`src/rtl/noc_flit_packetizer_if.sv`:
```
// rtl/noc_flit_packetizer_if.sv - descriptor, payload and FIFO-side signals of the flit packetizer
interface noc_flit_packetizer_if #(
  parameter int bit_width  = 16,
  parameter int dest_width = 4,
  parameter int len_width  = 3
);
  logic                  pkt_valid;
  logic                  pkt_ready;
  logic [dest_width-1:0] pkt_dest;
  logic [len_width-1:0]  pkt_len;
  logic                  word_valid;
  logic                  word_ready;
  logic [bit_width-3:0]  word_data;
  logic                  buf_full;
  logic                  buf_load;
  logic [bit_width-1:0]  buf_data;
  logic [7:0]            pkt_sent;

  // Environment view: PE descriptor/payload source and FIFO full flag
  modport master (
    output pkt_valid, pkt_dest, pkt_len, word_valid, word_data, buf_full,
    input  pkt_ready, word_ready, buf_load, buf_data, pkt_sent
  );

  // Packetizer view
  modport slave (
    input  pkt_valid, pkt_dest, pkt_len, word_valid, word_data, buf_full,
    output pkt_ready, word_ready, buf_load, buf_data, pkt_sent
  );
endinterface

```
`src/rtl/noc_flit_packetizer.sv`:
```
// rtl/noc_flit_packetizer.sv - head/payload flit injector for the NoC write-side FIFO (optional NOC_PKT_CHECKSUM_EN)
module noc_flit_packetizer #(
  parameter int bit_width  = 16,
  parameter int dest_width = 4,
  parameter int len_width  = 3
) (
  input logic                    clk_w,
  input logic                    rst,
  noc_flit_packetizer_if.slave   bus
);

  localparam logic [1:0] T_HEAD   = 2'b10;
  localparam logic [1:0] T_BODY   = 2'b00;
  localparam logic [1:0] T_TAIL   = 2'b01;
  localparam logic [1:0] T_SINGLE = 2'b11;

  if (2 + dest_width + len_width > bit_width) begin : g_bad_cfg
    $error("noc_flit_packetizer: header fields do not fit in bit_width");
  end

  typedef enum logic [1:0] {
    S_IDLE = 2'd0,
    S_HEAD = 2'd1,
    S_BODY = 2'd2
`ifdef NOC_PKT_CHECKSUM_EN
    , S_CRC = 2'd3
`endif
  } state_t;

  state_t                state_q, state_d;
  logic [dest_width-1:0] dest_q;
  logic [len_width-1:0]  len_q;
  logic [len_width-1:0]  rem_q;
  logic [7:0]            pkt_sent_q;
`ifdef NOC_PKT_CHECKSUM_EN
  logic [bit_width-3:0]  csum_q;
`endif

  logic                  accept;
  logic                  word_fire;
  logic                  pkt_done;
  logic                  last_word;

  assign accept    = (state_q == S_IDLE) && bus.pkt_valid;
  assign word_fire = (state_q == S_BODY) && bus.word_valid && !bus.buf_full;
  assign last_word = (rem_q == len_width'(1));

`ifdef NOC_PKT_CHECKSUM_EN
  assign pkt_done = (state_q == S_CRC) && !bus.buf_full;
`else
  assign pkt_done = ((state_q == S_HEAD) && !bus.buf_full && (len_q == '0)) ||
                    (word_fire && last_word);
`endif

  // State register
  always_ff @(posedge clk_w) begin
    if (rst) state_q <= S_IDLE;
    else     state_q <= state_d;
  end

  // Next-state: advance only on a real FIFO load, so a full FIFO freezes the flit
  always_comb begin
    state_d = state_q;
    case (state_q)
      S_IDLE: if (bus.pkt_valid) state_d = S_HEAD;
      S_HEAD: begin
        if (!bus.buf_full) begin
`ifdef NOC_PKT_CHECKSUM_EN
          state_d = (len_q == '0) ? S_CRC : S_BODY;
`else
          state_d = (len_q == '0) ? S_IDLE : S_BODY;
`endif
        end
      end
      S_BODY: begin
        if (word_fire && last_word) begin
`ifdef NOC_PKT_CHECKSUM_EN
          state_d = S_CRC;
`else
          state_d = S_IDLE;
`endif
        end
      end
`ifdef NOC_PKT_CHECKSUM_EN
      S_CRC: if (!bus.buf_full) state_d = S_IDLE;
`endif
      default: state_d = S_IDLE;
    endcase
  end

  // Outputs: handshakes and flit image decoded from state, word_valid and buf_full
  always_comb begin
    bus.pkt_ready  = 1'b0;
    bus.word_ready = 1'b0;
    bus.buf_load   = 1'b0;
    bus.buf_data   = '0;
    case (state_q)
      S_IDLE: bus.pkt_ready = 1'b1;
      S_HEAD: begin
        bus.buf_load = !bus.buf_full;
`ifdef NOC_PKT_CHECKSUM_EN
        bus.buf_data[bit_width-1 -: 2] = T_HEAD;
`else
        bus.buf_data[bit_width-1 -: 2] = (len_q == '0) ? T_SINGLE : T_HEAD;
`endif
        bus.buf_data[bit_width-3 -: dest_width]            = dest_q;
        bus.buf_data[bit_width-3-dest_width -: len_width]  = len_q;
      end
      S_BODY: begin
        bus.word_ready = !bus.buf_full;
        bus.buf_load   = bus.word_valid && !bus.buf_full;
`ifdef NOC_PKT_CHECKSUM_EN
        bus.buf_data   = {T_BODY, bus.word_data};
`else
        bus.buf_data   = {(last_word ? T_TAIL : T_BODY), bus.word_data};
`endif
      end
`ifdef NOC_PKT_CHECKSUM_EN
      S_CRC: begin
        bus.buf_load = !bus.buf_full;
        bus.buf_data = {T_TAIL, csum_q};
      end
`endif
      default: ;
    endcase
  end

  // Descriptor latch, remaining-word counter, checksum and packet counter
  always_ff @(posedge clk_w) begin
    if (rst) begin
      dest_q     <= '0;
      len_q      <= '0;
      rem_q      <= '0;
      pkt_sent_q <= '0;
`ifdef NOC_PKT_CHECKSUM_EN
      csum_q     <= '0;
`endif
    end else begin
      if (accept) begin
        dest_q <= bus.pkt_dest;
        len_q  <= bus.pkt_len;
        rem_q  <= bus.pkt_len;
`ifdef NOC_PKT_CHECKSUM_EN
        csum_q <= '0;
`endif
      end
      if (word_fire) begin
        rem_q  <= rem_q - len_width'(1);
`ifdef NOC_PKT_CHECKSUM_EN
        csum_q <= csum_q ^ bus.word_data;
`endif
      end
      if (pkt_done) pkt_sent_q <= pkt_sent_q + 8'd1;
    end
  end

  assign bus.pkt_sent = pkt_sent_q;

endmodule

```
`src/flat_wrapper.sv`:
```
// flat-port wrapper written by rule: the top's interface ports become plain ports
module noc_flit_packetizer_flat 
#(
  parameter int bit_width  = 16,
  parameter int dest_width = 4,
  parameter int len_width  = 3
)
  (clk_w, rst, bus_pkt_valid, bus_pkt_dest, bus_pkt_len, bus_word_valid, bus_word_data, bus_buf_full, bus_pkt_ready, bus_word_ready, bus_buf_load, bus_buf_data, bus_pkt_sent);
  noc_flit_packetizer_if #(.bit_width(bit_width), .dest_width(dest_width), .len_width(len_width)) bus_i ();
  input logic clk_w;
  input logic rst;
  input wire logic [$bits(bus_i.pkt_valid)-1:0] bus_pkt_valid;
  input wire logic [$bits(bus_i.pkt_dest)-1:0] bus_pkt_dest;
  input wire logic [$bits(bus_i.pkt_len)-1:0] bus_pkt_len;
  input wire logic [$bits(bus_i.word_valid)-1:0] bus_word_valid;
  input wire logic [$bits(bus_i.word_data)-1:0] bus_word_data;
  input wire logic [$bits(bus_i.buf_full)-1:0] bus_buf_full;
  output wire logic [$bits(bus_i.pkt_ready)-1:0] bus_pkt_ready;
  output wire logic [$bits(bus_i.word_ready)-1:0] bus_word_ready;
  output wire logic [$bits(bus_i.buf_load)-1:0] bus_buf_load;
  output wire logic [$bits(bus_i.buf_data)-1:0] bus_buf_data;
  output wire logic [$bits(bus_i.pkt_sent)-1:0] bus_pkt_sent;
  assign bus_i.pkt_valid = bus_pkt_valid;
  assign bus_i.pkt_dest = bus_pkt_dest;
  assign bus_i.pkt_len = bus_pkt_len;
  assign bus_i.word_valid = bus_word_valid;
  assign bus_i.word_data = bus_word_data;
  assign bus_i.buf_full = bus_buf_full;
  assign bus_pkt_ready = bus_i.pkt_ready;
  assign bus_word_ready = bus_i.word_ready;
  assign bus_buf_load = bus_i.buf_load;
  assign bus_buf_data = bus_i.buf_data;
  assign bus_pkt_sent = bus_i.pkt_sent;
  noc_flit_packetizer #(.bit_width(bit_width), .dest_width(dest_width), .len_width(len_width)) u_core (.clk_w(clk_w), .rst(rst), .bus(bus_i));
endmodule
```
`config.mk`:
```
export PLATFORM = sky130hd
export DESIGN_NAME = noc_flit_packetizer_flat
export DESIGN_NICKNAME = d
export VERILOG_FILES = /design/src/rtl/noc_flit_packetizer_if.sv /design/src/rtl/noc_flit_packetizer.sv /design/src/flat_wrapper.sv
export SDC_FILE = /design/constraint.sdc
export NUM_CORES = 1
export LEC_CHECK = 0
export ABC_AREA = 1
export CORE_MARGIN = 1
export CORE_UTILIZATION = 25
export CTS_BUF_LIST = sky130_fd_sc_hd__clkbuf_4 sky130_fd_sc_hd__clkbuf_8
export DETAILED_ROUTE_END_ITERATION = 8
export PLACE_DENSITY = 0.5
export SETUP_SLACK_MARGIN = 0.2
export SLEW_MARGIN = 20
export SYNTH_ARGS = -nofsm -noshare
export SYNTH_HDL_FRONTEND = slang
export SYNTH_SLANG_ARGS = --single-unit
```
`constraint.sdc`:
```
create_clock -name clk_w -period 2.2 [get_ports clk_w]
set_clock_uncertainty 0.05 [all_clocks]
set_input_delay 0.44 -clock clk_w [delete_from_list [all_inputs] [get_ports clk_w]]
set_output_delay 0.44 -clock clk_w [all_outputs]
set_load 0.1 [all_outputs]
```
==> results.md <==
- Status: finished clean
- Multiplexer area fraction after synthesis: 0%
- Wire length on met3: 158 um
- DP HPWL: ~2800 um
- Setup Slack @ Placement: 0.0653 ns
- Vias per std cell: between 4 and 5
- Clock tree buffer depth: 2
- Starting Density: 26.2%
- TritonRoute pass-1 iters: 4
- Post-Syn Nets: about 230
- NumNets Final: 290
- First-pass GRT wire length: 6330 um
- Crit Path Max Fanout: 7
- Post-Synth XOR/XNOR Area: 0.697%
- Initial antenna violation count: 0
- ANT nets after route: 0
- Residual DRC: 0
- Synth unique cells: 23
- Pwr dens: around 1200 nW/um2
- Largest family of logic cells by synthesized area: simple AND/OR/NAND/NOR gates
- Final Wtd Congestion: 0.726
- YS warnings: 0
- Met1 wire length: ~1700 um
- Gate Count Post-Synth: 193
- Hold Crit Class: flip-flop to flip-flop
- Clock Pin Slew Worst Setup and Hold Paths: ~0.080 ns
- I/O pin count: 53
- Worst Path Required: about 1.7 ns
- Simple-gate portion of the synthesized area: a little over a third
- Inserted Diodes: 0
- Critical path buffers and inverters: 3
- CTS tree: built
- Post-synthesis register bit count: 20
- RSZ-0062 raised after global routing: true
- DR top layer: met4
- Area added between synthesis and finish: 85.0%
- CP cell instances: inv_6 > ha_4 > buf_6 > nand2_4 > nor2_8 > nor2_2 > nor2_4 > buf_12
- DR vias: 1384
- Starting DRC count in detailed routing: 43
- Port bufs: between 50 and 60
- Critical path launch point type: flip-flop
- Setup ws final: 0.244 ns
- Slew margin rel.: roughly 70%
- Post-Syn Area: 1260 um2
- Fraction of layout instances using a drive strength above 1: ~29%
- Die Area: about 5300 um2
- H-tree levels: 1
- Max incr delay on CP: ~0.38 ns
- Pin count of the biggest net entering global routing: 15
- Setup Crit Path Kind: flip-flop to primary output
- Adder-cell share of the synthesized area: 7.97%
- Placement row count: 25
- DIE HEIGHT: between 70 and 80 um
- Routed WL per cell: ~11 um
- Arrival time worst endpoint: roughly 1.5 ns
- Fin. max-slew vios: 0
- Pleak: roughly 1 nW
- Clock Latency Late Sink: 0.26 ns
- Final count of hold timing violations: 0
- Slowest CP cell: dfxtp_4
- Die Wd: 72.9 um
- Vias in the first global route: ~1300
- Peak Freq: 511 MHz
- Post-Route Setup TNS: 0 ns
- Compound-Gate Fraction of Synth Area: 12.8%
- Met2 WL: between 1500 and 2000 um
- Worst slew pin tran: about 0.45 ns
- Setup Viol. Count Final: 0
- Peak VDD IR: just over 0.0007 V
- Num CTS Buffers: 3
- Global route overflow: 0
- Global Route Usage Sum: between 10% and 20%
- Sequential area share after synthesis: 31.9%
- Tmin final: 1.96 ns
- Max-cap viol count: 0
- Top delay family on crit path: flip-flops
- Mean Syn Cell Area: 6.51 um2
- Core Box Area: roughly 4800 um2
- Clk sinks: 20
- Root buf cell: clkbuf_8
- Drt total wl: ~3700 um
- Final Cycle Share: 88.9%
- Crit path capture type: primary output
state kept, by name, indices dropped and copies added, names as in the netlist:
register             count
u_core.bus.pkt_sent      8
u_core.rem_q             3
u_core.dest_q            4
u_core.len_q             3
u_core.state_q           2
logic make-up after synthesis:
logic type | after synthesis
fa+ha+maj | 8
flops | 20
simple gates | 101
buf+inv | 32
compound gates | 31
xor+xnor | 1
final timing paths:
check / depth (start not counted) / startpoint / slack [ns] / end
max: 8 / u_core.state_q[0] / 0.24 / bus_buf_load
min: 2 / u_core.rem_q[1] / 0.42 / u_core.rem_q[1]
max reg2reg: 11 / u_core.state_q[0] / 0.61 / u_core.bus.pkt_sent[2]
min reg2reg: 2 / u_core.rem_q[1] / 0.42 / u_core.rem_q[1]
routing by layer:
metal,global-route usage (%),vias to the layer above
met5,0,-
met4,2.61,0
met3,2.76,5
met2,28.5,33
met1,18.7,618
li1,-,728
cell usage in the layout, fill, tap and decap left out, drive strengths merged, types with 2 or more instances in the layout:
cell / instances
nand2: 57
buf: 38
nor2: 28
inv: 26
clkdlybuf4s50: 24
a21oi: 21
dfxtp: 20
nand3: 13
ha: 8
o21ai: 7
clkbuf: 4
nor3: 2
final cells by class:
class                      instances  area (um2)
clock buffer                       4        55.1
fill                             482        2460
inverter                          27         121
multi-input combinational        141         875
sequential                        20         409
tap                               67        83.8
timing repair buffer              63         779
metrics by stage:
step                      power (mW)  instances  hold WS (ns)  utilization, %  instance area [um2]
after floorplan                 1.81        193         0.387               -                 1380
after global placement          2.36        311         0.404            44.6                 2140
after detailed placement        2.36        311         0.407            44.6                 2140
after CTS                       2.81        318         0.419            47.5                 2270
after global routing            3.01        322         0.431            48.5                 2320
final                           2.86        322         0.415            48.5                 2320
power breakdown:
| group | switching (mW) | internal [mW] |
|---|---|---|
| combinational | 1.33 | 0.736 |
| sequential | 0.0692 | 0.440 |
| clock | 0.125 | 0.159 |
| total | 1.52 | 1.34 |
worst register-to-register path, stage by stage (launching register included):
cell and delay, ns:
dfxtp_4 0.38, inv_6 0.07, ha_4 0.15, buf_6 0.13
nand2_4 0.07, nor2_8 0.08, buf_4 0.15, nand2_4 0.07
nand2_4 0.14, nand3_1 0.09, nand2_1 0.06, nor2_1 0.05
timing repair:
action,in CTS,in global routing
cloned,1,0
setup endpoints to repair,10,15
resized for setup,17,14
buffers inserted,2,4
hold buffers,0,0
pin swaps,0,6
cells in the mapped netlist, drive strengths merged:
| cell | n | area share [%] |
|---|---|---|
| clkbuf | 2 | 0.60 |
| buf | 3 | 2.4 |
| a21oi | 21 | 8.4 |
| nand2 | 57 | 19 |
| nand4 | 1 | 0.50 |
| nor3 | 2 | 0.80 |
| nor2 | 28 | 9.9 |
| a21boi | 1 | 0.60 |
| inv | 26 | 7.8 |
| a22oi | 1 | 0.60 |
| dfxtp | 20 | 32 |
| clkinv | 1 | 0.30 |
| a31oi | 1 | 0.50 |
| o21ai | 7 | 2.8 |
| xor2 | 1 | 0.70 |
| ha | 8 | 8.0 |
| nand3 | 13 | 5.6 |
Power figures use the tool's default switching activity.
